File: src/rtl/mem_stage_pkg.sv
// Shared widths, rf-write bundle layout and load-op bit positions for the MEM stage.
package mem_stage_pkg;

  localparam int M_RFC_WID    = 38;  // {rf_we, rf_waddr[4:0], data[31:0]}
  localparam int M2W_WID      = 26;  // {except[15:0], s1_found, s1_index[3:0], tlb ops[4:0]}
  localparam int D2C_CSRC_WID = 79;  // CSR bundle, carried through untouched
  localparam int EXC_WID      = 16;  // except field sits in the top bits of the M2W bus

  // One-hot load-op vector {ld_w, ld_hu, ld_h, ld_bu, ld_b}
  localparam int LD_OP_WID = 5;
  localparam int LD_B      = 0;
  localparam int LD_BU     = 1;
  localparam int LD_H      = 2;
  localparam int LD_HU     = 3;
  localparam int LD_W      = 4;

  typedef struct packed {
    logic        we;
    logic [4:0]  waddr;
    logic [31:0] wdata;
  } rf_collect_t;

endpackage

File: src/rtl/mem_stage_load_align.sv
// Selects and extends the addressed byte/half/word of a load response.
module load_align
  import mem_stage_pkg::*;
(
  input  logic [LD_OP_WID-1:0] mem_op,
  input  logic [1:0]           offset,
  input  logic [31:0]          raw,
  output logic [31:0]          wdata
);

  logic [7:0]  byte_sel;
  logic [15:0] half_sel;

  // Pick the lane, then extend according to the one-hot load op.
  always_comb begin
    case (offset)
      2'd0:    byte_sel = raw[7:0];
      2'd1:    byte_sel = raw[15:8];
      2'd2:    byte_sel = raw[23:16];
      default: byte_sel = raw[31:24];
    endcase
    // Halfword loads are always halfword aligned, so only offset[1] matters.
    half_sel = offset[1] ? raw[31:16] : raw[15:0];

    wdata = raw;
    if (mem_op[LD_B])       wdata = {{24{byte_sel[7]}}, byte_sel};
    else if (mem_op[LD_BU]) wdata = {24'h0, byte_sel};
    else if (mem_op[LD_H])  wdata = {{16{half_sel[15]}}, half_sel};
    else if (mem_op[LD_HU]) wdata = {16'h0, half_sel};
  end

endmodule

File: src/rtl/mem_stage.sv
// MEM pipeline stage: holds one instruction, waits for the data-SRAM response,
// aligns load data, forwards everything to WB and bypass/stall info to ID.
module mem_stage
  import mem_stage_pkg::*;
#(
  parameter int CSRC_W = D2C_CSRC_WID,
  parameter int M2W_W  = M2W_WID
) (
  input  logic                 clk,
  input  logic                 reset,
  input  logic                 es_to_ms_valid,
  output logic                 ms_allowin,
  input  logic [31:0]          es_pc,
  input  logic [M_RFC_WID-1:0] es_rf_collect,
  input  logic [LD_OP_WID-1:0] es_mem_op,
  input  logic                 es_mem_req,
  input  logic [M2W_W-1:0]     es_to_ms_bus,
  input  logic [31:0]          es_vaddr,
  input  logic [CSRC_W-1:0]    es_csr_collect,
  input  logic                 data_sram_data_ok,
  input  logic [31:0]          data_sram_rdata,
  input  logic                 ws_allowin,
  input  logic                 wb_flush,
  output logic                 ms_to_ws_valid,
  output logic [31:0]          ms_pc,
  output logic [M_RFC_WID-1:0] ms_rf_collect,
  output logic [M2W_W-1:0]     ms_to_ws_bus,
  output logic [31:0]          vaddr,
  output logic [CSRC_W-1:0]    ms_to_ws_csr_collect,
  output logic [M_RFC_WID-1:0] ms_fwd,
  output logic                 ms_load_stall,
  output logic                 ms_ex
);

  logic                 ms_valid_q,   ms_valid_d;
  logic [31:0]          pc_q,         pc_d;
  rf_collect_t          rfc_q,        rfc_d;
  logic [LD_OP_WID-1:0] mem_op_q,     mem_op_d;
  logic                 mem_req_q,    mem_req_d;
  logic [M2W_W-1:0]     bus_q,        bus_d;
  logic [31:0]          vaddr_q,      vaddr_d;
  logic [CSRC_W-1:0]    csr_q,        csr_d;
  logic [31:0]          resp_buf_q,   resp_buf_d;
  logic                 resp_buf_v_q, resp_buf_v_d;
  logic [1:0]           drop_cnt_q,   drop_cnt_d;

  logic        except_any, ertn, wait_resp, resp_now, ms_ready_go;
  logic        capture, handoff, flush_orphan, flush_ex_req, drop_dec;
  logic [1:0]  drop_inc;
  logic [2:0]  drop_sum;
  logic [31:0] raw_data, load_wdata, final_wdata;

  // Handshake: an excepting instruction never waits, even if a request was sent.
  always_comb begin
    except_any     = |bus_q[M2W_W-1 -: EXC_WID];
    ertn           = csr_q[CSRC_W-1];  // ertn flag is the MSB of the CSR bundle
    wait_resp      = mem_req_q & ~except_any;
    resp_now       = data_sram_data_ok & (drop_cnt_q == 2'd0);
    ms_ready_go    = ~wait_resp | resp_now | resp_buf_v_q;
    ms_allowin     = ~ms_valid_q | (ms_ready_go & ws_allowin);
    ms_to_ws_valid = ms_valid_q & ms_ready_go & ~wb_flush;
    capture        = es_to_ms_valid & ms_allowin;
    handoff        = ms_to_ws_valid & ws_allowin;
    raw_data       = resp_buf_v_q ? resp_buf_q : data_sram_rdata;
  end

  load_align u_load_align (
    .mem_op (mem_op_q),
    .offset (vaddr_q[1:0]),
    .raw    (raw_data),
    .wdata  (load_wdata)
  );

  // Output bundles; non-load instructions carry the ALU result straight through.
  always_comb begin
    final_wdata          = (|mem_op_q) ? load_wdata : rfc_q.wdata;
    ms_pc                = pc_q;
    ms_rf_collect        = {rfc_q.we, rfc_q.waddr, final_wdata};
    ms_to_ws_bus         = bus_q;
    vaddr                = vaddr_q;
    ms_to_ws_csr_collect = csr_q;
    ms_fwd               = {ms_valid_q & rfc_q.we, rfc_q.waddr, final_wdata};
    ms_load_stall        = ms_valid_q & (|mem_op_q) & ~ms_ready_go;
    ms_ex                = ms_valid_q & (except_any | ertn);
  end

  // Next-state: instruction capture, response buffering and stale-response accounting.
  always_comb begin
    pc_d      = capture ? es_pc          : pc_q;
    rfc_d     = capture ? es_rf_collect  : rfc_q;
    mem_op_d  = capture ? es_mem_op      : mem_op_q;
    mem_req_d = capture ? es_mem_req     : mem_req_q;
    bus_d     = capture ? es_to_ms_bus   : bus_q;
    vaddr_d   = capture ? es_vaddr       : vaddr_q;
    csr_d     = capture ? es_csr_collect : csr_q;

    ms_valid_d = ms_valid_q;
    if (wb_flush)     ms_valid_d = 1'b0;
    else if (capture) ms_valid_d = 1'b1;
    else if (ms_allowin) ms_valid_d = 1'b0;

    // Hold a response that arrives while WB is stalled; data_sram_rdata may move on.
    resp_buf_d   = resp_buf_q;
    resp_buf_v_d = resp_buf_v_q;
    if (ms_valid_q & wait_resp & resp_now & ~resp_buf_v_q & ~ws_allowin & ~wb_flush) begin
      resp_buf_d   = data_sram_rdata;
      resp_buf_v_d = 1'b1;
    end
    if (handoff | wb_flush | capture) resp_buf_v_d = 1'b0;

    // Every request orphaned by a flush leaves one response in flight to swallow.
    flush_orphan = wb_flush & ms_valid_q & wait_resp & ~resp_now & ~resp_buf_v_q;
    flush_ex_req = wb_flush & es_to_ms_valid & es_mem_req;
    drop_inc     = {1'b0, flush_orphan} + {1'b0, flush_ex_req};
    drop_dec     = data_sram_data_ok & (drop_cnt_q != 2'd0);
    drop_sum     = {1'b0, drop_cnt_q} + {1'b0, drop_inc} - {2'b00, drop_dec};
    drop_cnt_d   = (drop_sum > 3'd3) ? 2'd3 : drop_sum[1:0];
  end

  // State registers, cleared asynchronously.
  always_ff @(posedge clk or posedge reset) begin
    if (reset) begin
      ms_valid_q   <= 1'b0;
      pc_q         <= '0;
      rfc_q        <= '0;
      mem_op_q     <= '0;
      mem_req_q    <= 1'b0;
      bus_q        <= '0;
      vaddr_q      <= '0;
      csr_q        <= '0;
      resp_buf_q   <= '0;
      resp_buf_v_q <= 1'b0;
      drop_cnt_q   <= 2'd0;
    end else begin
      ms_valid_q   <= ms_valid_d;
      pc_q         <= pc_d;
      rfc_q        <= rfc_d;
      mem_op_q     <= mem_op_d;
      mem_req_q    <= mem_req_d;
      bus_q        <= bus_d;
      vaddr_q      <= vaddr_d;
      csr_q        <= csr_d;
      resp_buf_q   <= resp_buf_d;
      resp_buf_v_q <= resp_buf_v_d;
      drop_cnt_q   <= drop_cnt_d;
    end
  end

`ifndef SYNTHESIS
  // A response with nothing outstanding means the request bookkeeping is broken.
  assert property (@(posedge clk) disable iff (reset)
    !(data_sram_data_ok && drop_cnt_q == 2'd0 &&
      !(ms_valid_q && wait_resp && !resp_buf_v_q)));
`endif

endmodule

File: config.mk
export PLATFORM = sky130hd
export DESIGN_NAME = mem_stage
export DESIGN_NICKNAME = d
export VERILOG_FILES = /design/src/rtl/mem_stage_pkg.sv /design/src/rtl/mem_stage_load_align.sv /design/src/rtl/mem_stage.sv
export SDC_FILE = /design/constraint.sdc
export NUM_CORES = 1
export LEC_CHECK = 0
export CAP_MARGIN = 0
export CORE_AREA = 2 2 194 196
export DETAILED_ROUTE_END_ITERATION = 7
export DIE_AREA = 0 0 196 198
export MAX_ROUTING_LAYER = met4
export PLACE_DENSITY_LB_ADDON = 0.25
export SKIP_LAST_GASP = 1
export SLEW_MARGIN = 0
export SYNTH_ARGS = -nofsm -noshare
export SYNTH_HDL_FRONTEND = slang
export SYNTH_SLANG_ARGS = --single-unit
export TNS_END_PERCENT = 5
File: constraint.sdc
create_clock -name clk -period 8.5 [get_ports clk]
set_input_delay 1.275 -clock clk [delete_from_list [all_inputs] [get_ports clk]]
set_output_delay 1.275 -clock clk [all_outputs]
set_load 0.01 [all_outputs]
[Word level (Yosys, flattened, before mapping)]
Index checks and enable logic that the tools add are counted.
Cells by class
  add/subtract/negate cells: 3
  order comparisons: 1
  equality and inequality tests: 2
  multiplexer cells: 14
  bitwise operators: 37
  reduce and logical (&&, ||, !) cells: 7
Operator list (count)
  32-bit two-way mux: 6
  8-bit case mux with 3 select lines: 1
  1-bit bitwise AND: 23
  16-bit two-way mux: 1
  16-bit OR reduction: 1
  1-bit inverter: 8
  1-bit OR: 6
  1-bit two-way mux: 5
  5-bit OR reduction: 1
  2-bit zero test: 2
  2-bit nonzero test: 2
  2-bit by 2-bit adder with 3-bit output: 1
  3-bit by 2-bit > comparator with 1-bit output, second input constant: 1
  3-bit nonzero test: 1
  3-bit by 1-bit subtractor with 3-bit output: 1
  1-bit by 1-bit adder with 2-bit output: 1
  2-bit by 1-bit equality test with 1-bit output, second input constant: 1
  2-bit equality test, second input constant: 1
  2-bit two-way mux: 1
Word-level totals
  bits in registers: 249
  input port bits: 251
  output and inout bits: 249

[Longest topological paths before layout]
Gate-level depths: netlist (run 1).
  word-level depth: 12
  mapped depth: 10
  depth with buffers taken out: 10

[Hierarchy]
A second synthesis (run 1) with hierarchy kept.
Unflattened totals
  cell total of the unflattened synthesis: 800
  area total of the unflattened synthesis: 11260.8 um^2
Modules (own cells, without submodules)
  mem_stage: instances 1, cells each 676, area each 10547.6 um^2
  load_align: instances 1, cells each 124, area each 713.2 um^2

[Worst setup path after synthesis (run 1)]
No wires, ideal clock.
  path kind: in2out
  start point: input data_sram_rdata[31]
  end point: output ms_rf_collect[20]
  arrival time: 2.852 ns
  required time: 7.225 ns
  path slack: 4.373 ns
  stages on the path: 6
  buffers on the path: 2
  cells stage by stage: mux2_2 mux4_2 o2bb2ai_1 clkbuf_1 o22a_1 buf_4
Between the ends
  longest elaborated chain between the ends: 6
  elaborated cells between the ends (all ways): 7
  classes of those cells: 7 x mux
RTL lines
  start, declared: line mem_stage.sv:21  | input logic [31:0] data_sram_rdata,
  32-bit two-way mux (*): line mem_stage.sv:64  | raw_data = resp_buf_v_q ? resp_buf_q : data_sram_rdata;
  16-bit two-way mux: line mem_stage_load_align.sv:23  | half_sel = offset[1] ? raw[31:16] : raw[15:0];
  32-bit two-way mux: line mem_stage_load_align.sv:28  | else if (mem_op[LD_H]) wdata = {{16{half_sel[15]}}, half_sel};
  32-bit two-way mux: line mem_stage_load_align.sv:27  | else if (mem_op[LD_BU]) wdata = {24'h0, byte_sel};
  32-bit two-way mux (*): line mem_stage_load_align.sv:26  | if (mem_op[LD_B]) wdata = {{24{byte_sel[7]}}, byte_sel};
  32-bit two-way mux (*): line mem_stage.sv:76  | final_wdata = (|mem_op_q) ? load_wdata : rfc_q.wdata;
  end, declared: line mem_stage.sv:26  | output logic [M_RFC_WID-1:0] ms_rf_collect,
Every way passes the cells marked *; elsewhere a longest branch is shown, timed or not.

[Worst setup path after layout (run 1)]
  start point: register resp_buf_v_q
  end point: output ms_rf_collect[30]
Between the ends
  longest elaborated chain between the ends: 6
  elaborated cells between the ends (all ways): 8
  classes of those cells: 8 x mux
RTL lines
  start, declared: line mem_stage.sv:44  | logic resp_buf_v_q, resp_buf_v_d;
  start signal, assigned: line mem_stage.sv:144  | resp_buf_v_q <= resp_buf_v_d;
  32-bit two-way mux (*): line mem_stage.sv:64
  32-bit two-way mux / 16-bit two-way mux (equally long branches): line mem_stage_load_align.sv:29, mem_stage_load_align.sv:23
  32-bit two-way mux: line mem_stage_load_align.sv:28
  32-bit two-way mux: line mem_stage_load_align.sv:27
  32-bit two-way mux (*): line mem_stage_load_align.sv:26
  32-bit two-way mux (*): line mem_stage.sv:76
Marked as above.

==> results.yml, run 1 <==
status:
  run_status: "completed"
finish:
  final_core_utilization_pct: 48.2
  drive_above_1_share_pct: 25.0
  filler_cell_count: 3294
  sequential_cell_area_sq_um: 6230
  syn2layout_area_growth_pct: 50.7
  area_of_the_multi_input_gates_sq_um: 4880
  layout.nets: 1502
placed_design:
  port-buffer-count: 499
  hpwlAfterDp_mm: 26.7
  finalWeightedCongestion: 0.811
  post-place-ws_ns: 3.29
routing:
  drt_iter0_drc: 386
  detail-route-antenna-nets: 0
  route.detailed.wl_per_inst_um: 20.7
  drt_drc_violations_left: 0
  total_detailed_routing_wirelength_mm: 36.1
  vias: 8133
  vias_per_cell: 4.66
  dr.pass1.iters: 5
flow_run:
  cap_viol_max_count: 0
power_and_ir_drop:
  power.density_nw_per_um2: 210
  netSwitchingPower_uw: 996
  worst_ir_drop_vdd_v: 0.000191
  cellInternalPower_uw: 2740
  leakage_uw: 0.00765
  share_of_total_power_consumed_by_net_switching_pct: 26.7
  post-layout-total-power_uw: 3730
  comb_power_share_pct: 28.0
  power_share_of_the_sequential_group_pct: 38.1
  power.clock.fraction_pct: 33.9
sta:
  finalSetupViolations: 0
  max_slew.worst_pin.slew_ns: 1.31
  layout_worst_path_cycle_share_pct: 61.9
  fin_worst_skew_ns: 0.0123
  final_period_demand_of_the_worst_path_ns: 5.26
  achievable-frequency_mhz: 190
  grt_setup_unrepaired: "no"
  final.setup.worst_slack_ns: 3.24
  final_sum_of_negative_setup_slack_ns: 0
  slew-limit-headroom_pct: 12.7
  final_hold_vio_count: 0
  maxSlewViolCount: 0
clocking:
  h-tree-depth: 1
  clk-insertion-delay-late_ns: 0.55
  clockRootBuffer: "clkbuf_16"
  postCtsSetupRepairBufs: 0
  clkSlewWorstSetupHoldPaths_ns: 0.06
  tritoncts: "done"
  clk_buf_depth: 3
  sink_count: 249
  cts_made_buffers: 30
  post_cts_hold_buffer_count: 0
  cts-resized-gates: 0
worst_setup_path:
  path_max_fanout: 36
  timing_worst_setup_path_type: "flip-flop to output port"
  crit_path_end_kind: "output port"
  worst-endpoint-required_ns: 7.22
  worstSetupStartpointType: "flip-flop"
  arrival_ns: 3.98
synthesis:
  count_of_flip_flops_with_a_built_in_enable_after_synthesis: 0
  synthesis.yosys.warnings: 0
  dominantRegCellSynth: "dfrtp_1"
  yosys_register_bits: 249
  yosysMostFrequentCell: "dfrtp_1"
  synthesis.instances: 799
  yosysUniqueCellTypes: 51
  synth_commonest_cells: "dfrtp_1 (249), mux2_4 (170), mux2_2 (81)"
  synthDominantCellAreaShare_pct: 52.7
  largest_cells_by_area_after_synthesis: "dfrtp_1 (53%), mux2_4 (22%), mux2_2 (7.7%)"
  synth_top_cell_by_area: "dfrtp_1"
  postSynthNetCount: 1053
  seq_area_frac_synth_pct: 52.7
  synth.avg_cell_area_sq_um: 14.8
  synthArstFlopShare_pct: 100
  post_synth_instance_area_sq_um: 11800
global_routing:
  first_global_vias: 8658
  overflow_after_grt: 0
  number_of_antenna_violations_at_the_first_check_in_global_routing: 3
  grt_first_pass_wirelength_mm: 53.8
  global_route.usage.total_pct: 18.6
  pin_count_of_the_biggest_net_entering_global_routing: 135
die:
  die_area_sq_um: 38800
  floorplan.initialDensity_pct: 32.0
  die_wd_um: 196
  num_io_pins: 500
  core.rowCount: 71
  die_h_um: 198
  coreArea_sq_um: 37000
min_path:
  worst_hold_path_type: "flip-flop to flip-flop"
## layout by cell type, fill, tap and decap left out, types with 2 or more instances in the layout
cell type	count
o21a_1	2
mux2i_1	28
nor3_1	2
clkbuf_1	9
nand3b_1	2
a32oi_1	4
a21oi_1	26
o22a_1	16
mux4_2	4
inv_1	6
o31a_1	2
clkbuf_16	31
clkinv_2	3
mux2_2	81
nand2_1	33
clkdlybuf4s50_1	499
a222oi_1	3
nor2b_1	3
clkbuf_8	8
mux2_4	170
nand3_1	6
buf_12	2
dfrtp_1	248
and2_1	2
diode_2	3
nor4_1	4
fa_1	2
o211ai_1	2
o21ai_0	6
nand2b_1	5
a31oi_1	11
nor2_1	19
clkinvlp_4	2
buf_4	6
## layer usage
metal	track usage [%]	part of all wire (%)	wire length, um	vias to the layer above
li1	-	-	-	3720
met1	22.9	41	14900	4045
met2	30.7	49	17900	332
met3	5.02	7.9	2860	36
met4	4.07	1.2	448	0
met5	-	0	0	-
## cells by family after synthesis
| kind of cell | share of synthesized area [%] |
|---|---|
| muxes | 32.5 |
| DFF | 52.7 |
| buffers and inverters | 5.97 |
| and+or+nand+nor | 3.50 |
| AOI/OAI and AO/OA | 4.72 |
| adders and majority gates | 0.445 |
| xor gates and xnor gates | 0.0741 |
## final timing paths
check	start	end	slack [ns]	cells past startpoint
min in group asynchronous	reset	ms_fwd[35]	1.24	2
min	resp_buf_q[22]	resp_buf_q[22]	0.49	1
max	resp_buf_v_q	ms_rf_collect[30]	3.24	5
max reg2reg	resp_buf_v_q	ms_to_ws_csr_collect[7]	5.16	4
min reg2reg	resp_buf_q[22]	resp_buf_q[22]	0.49	1
max in group asynchronous	reset	resp_buf_v_q	5.79	3
## metrics by stage
| stage | hold WS (ns) | cell area [sq um] | cells |
|---|---|---|---|
| 2_1_floorplan | 0.458 | 11800 | 799 |
| 3_3_place_gp | 0.470 | 16800 | 1690 |
| 3_5_place_dp | 0.479 | 16800 | 1690 |
| 4_1_cts | 0.493 | 17800 | 1744 |
| 5_1_grt | 0.513 | 17800 | 1747 |
| 6_report | 0.488 | 17800 | 1747 |
## power by group through the flow
stage	Clock [uW]	Sequential, uW	Combinational [uW]
floorplan	0	1470	485
global placement	0	1440	1040
detailed placement	0	1440	1050
CTS	1310	1420	1060
global route	1360	1440	1110
finish	1270	1420	1040
## final cells by class
class	count	area share [%]
clock inverter	6	0.337
tap	474	3.33
timing repair buffer	507	28.5
clock buffer	48	5.16
multi-input combinational	453	27.4
sequential	249	35.0
inverter	7	0.190
antenna	3	0.0422
## state kept, by name, summed over array words and instances, names as in the netlist
signal	flops
ms_pc	32
resp_buf_q	32
ms_fwd	5
resp_buf_v_q	1
ms_valid_q	1
drop_cnt_q	2
mem_op_q	5
vaddr	32
ms_to_ws_bus	26
mem_req_q	1
ms_to_ws_csr_collect	79
ms_rf_collect	1
rfc_q	32
## worst max-delay path, stage by stage, from the launching register on
cell and delay [ns]:
dfrtp_2 1.04, mux2_2 0.46, mux4_2 0.52, o2bb2ai_1 0.47, o22a_1 0.40, clkdlybuf4s50_1 0.53
(Power assumes the default switching activity.)
==> run 2: changes to the inputs <==
clock period = 4.8 ns   (was 8.5 ns; I/O delays follow)
==> run 2 against run 1 <==
Compared with the run above:
- global-route usage shrank 0.18 points
- critical path depth grew 1
- hold slack gained 0.0018 ns
- setup slack lost 2.7 ns
- critical endpoint is now ms_fwd[12]
- count of clock-buffer cells in the layout shrank 4
- non-clock buffer count grew 6
- via count grew 1.2%
- sequential share of layout area shrank 0.32 points
- clock power grew 91%
- die area is the same
- clock skew grew 0.0014 ns
==> results.yml, run 2 (same netlist as run 1, synthesis figures left out) <==
sta:
  final_sum_of_negative_setup_slack_ns: 0
  maxSlewViolCount: 0
  finalSetupViolations: 0
  layout_worst_path_cycle_share_pct: 88.9
  grt_setup_unrepaired: "no"
  slew-limit-headroom_pct: 19.9
  final_hold_vio_count: 0
  max_slew.worst_pin.slew_ns: 1.19
  final_period_demand_of_the_worst_path_ns: 4.27
  achievable-frequency_mhz: 234
  fin_worst_skew_ns: 0.0137
worst_setup_path:
  cp_top_family: "simple AND/OR/NAND/NOR gates"
  arrival_ns: 3.55
  worstSetupStartpointType: "flip-flop"
  r2r_setup_slack_ns: 1.53
  timing_worst_setup_path_type: "flip-flop to output port"
  crit_path_end_kind: "output port"
  biggest_cell_delay_along_the_critical_path_ns: 0.71
  worst-endpoint-required_ns: 4.08
  cpMaxStageDelayCell: "nor2_1"
  crit_path_cell_trace: "or4_1 -> buf_4 -> nor2_1 -> a31oi_1 -> a21oi_1 -> clkdlybuf4s50_1"
  path_buf_inv: 2
  path_max_fanout: 18
clocking:
  cts-resized-gates: 0
  cts_made_buffers: 30
  clkSlewWorstSetupHoldPaths_ns: 0.06
  clk_buf_depth: 3
  post_cts_hold_buffer_count: 0
  clk-insertion-delay-late_ns: 0.55
  sink_count: 249
  postCtsSetupRepairBufs: 0
  tritoncts: "done"
  clockRootBuffer: "clkbuf_16"
  h-tree-depth: 1
placed_design:
  finalWeightedCongestion: 0.815
  hpwlAfterDp_mm: 26.7
  dpl-instance-area_sq_um: 16900
  port-buffer-count: 499
die:
  die_area_sq_um: 38800
  core.rowCount: 71
  coreArea_sq_um: 37000
  die_h_um: 198
  die_wd_um: 196
  floorplan.initialDensity_pct: 32.0
  num_io_pins: 500
routing:
  detail-route-antenna-nets: 0
  drt_drc_violations_left: 0
  vias: 8232
  total_detailed_routing_wirelength_mm: 35.8
  drt_iter0_drc: 350
  dr.pass1.iters: 5
  vias_per_cell: 4.70
  route.detailed.wl_per_inst_um: 20.4
global_routing:
  grt_first_pass_wirelength_mm: 53.6
  global_route.usage.total_pct: 18.4
  first_global_vias: 8818
  overflow_after_grt: 0
  pin_count_of_the_biggest_net_entering_global_routing: 94
  number_of_antenna_violations_at_the_first_check_in_global_routing: 1
finish:
  layout_common_cells: "clkdlybuf4s50_1 (499), dfrtp_1 (248), mux2_4 (170), mux2_2 (81), nand2_1 (33)"
  final_area_sq_um: 18000
  most_common_cell_after_layout_fill_and_taps_aside: "clkdlybuf4s50_1"
  drive_above_1_share_pct: 25.8
  largest_reg_flops: 79
  filler_cell_count: 3279
  syn2layout_area_growth_pct: 52.1
  layout.nets: 1508
power_and_ir_drop:
  post-layout-total-power_uw: 6790
  worst_ir_drop_vdd_v: 0.000290
  leakage_uw: 0.00774
  power.density_nw_per_um2: 378
min_path:
  worst_hold_path_type: "flip-flop to flip-flop"
status:
  run_status: "completed"
flow_run:
  cap_viol_max_count: 0
==> run 2: cell type report <==
| class | instances | area, sq um | share of cell area, % |
|---|---|---|---|
| sequential | 249 | 6230 | 34.7 |
| timing repair buffer | 513 | 5160 | 28.7 |
| multi-input combinational | 453 | 4880 | 27.2 |
| clock buffer | 44 | 915 | 5.09 |
| tap | 474 | 593 | 3.30 |
| clock inverter | 10 | 158 | 0.877 |
| inverter | 7 | 30.0 | 0.167 |
| antenna | 1 | 2.50 | 0.0139 |
==> run 2: layer usage <==
metal | global-route usage (%) | wire [um]
met4 | 4.18 | 682
met5 | - | 0
met1 | 22.9 | 14800
met3 | 5.09 | 2970
met2 | 29.9 | 17300
==> run 2: final timing paths <==
path | to | startpoint | cells after the start
worst max-delay path | ms_fwd[12] | mem_op_q[0] | 6
worst min-delay path | resp_buf_q[22] | resp_buf_q[22] | 1
worst max register to register | drop_cnt_q[0] | ms_to_ws_bus[10] | 10
worst min register to register | resp_buf_q[22] | resp_buf_q[22] | 1
max in group asynchronous | resp_buf_q[0] | reset | 3
min in group asynchronous | ms_pc[28] | reset | 2
==> run 2: worst reg2reg max path, stage by stage, from the launching register on <==
cell	delay (ns)
dfrtp_1	0.40
nor4_1	0.43
nand3_2	0.29
nor4_1	0.51
nand2_1	0.12
ha_1	0.29
inv_1	0.04
fa_1	0.39
fa_1	0.42
xor2_1	0.20
nand2b_1	0.07
==> run 2: where the power goes <==
part	switching [uW]	internal, uW	total [uW]
Combinational	700	1150	1850
Clock	902	1520	2430
Sequential	172	2340	2510
Total	1770	5020	6790
==> run 2: stage by stage <==
| step | setup WS (ns) | hold slack, ns | cells | util (%) |
|---|---|---|---|---|
| after floorplan | 0.806 | 0.458 | 799 | - |
| after global placement | 0.834 | 0.469 | 1695 | 45.7 |
| after detailed placement | 0.674 | 0.478 | 1695 | 45.7 |
| after CTS | 0.546 | 0.491 | 1749 | 48.6 |
| after global routing | 0.401 | 0.512 | 1751 | 48.6 |
| final | 0.533 | 0.490 | 1751 | 48.6 |
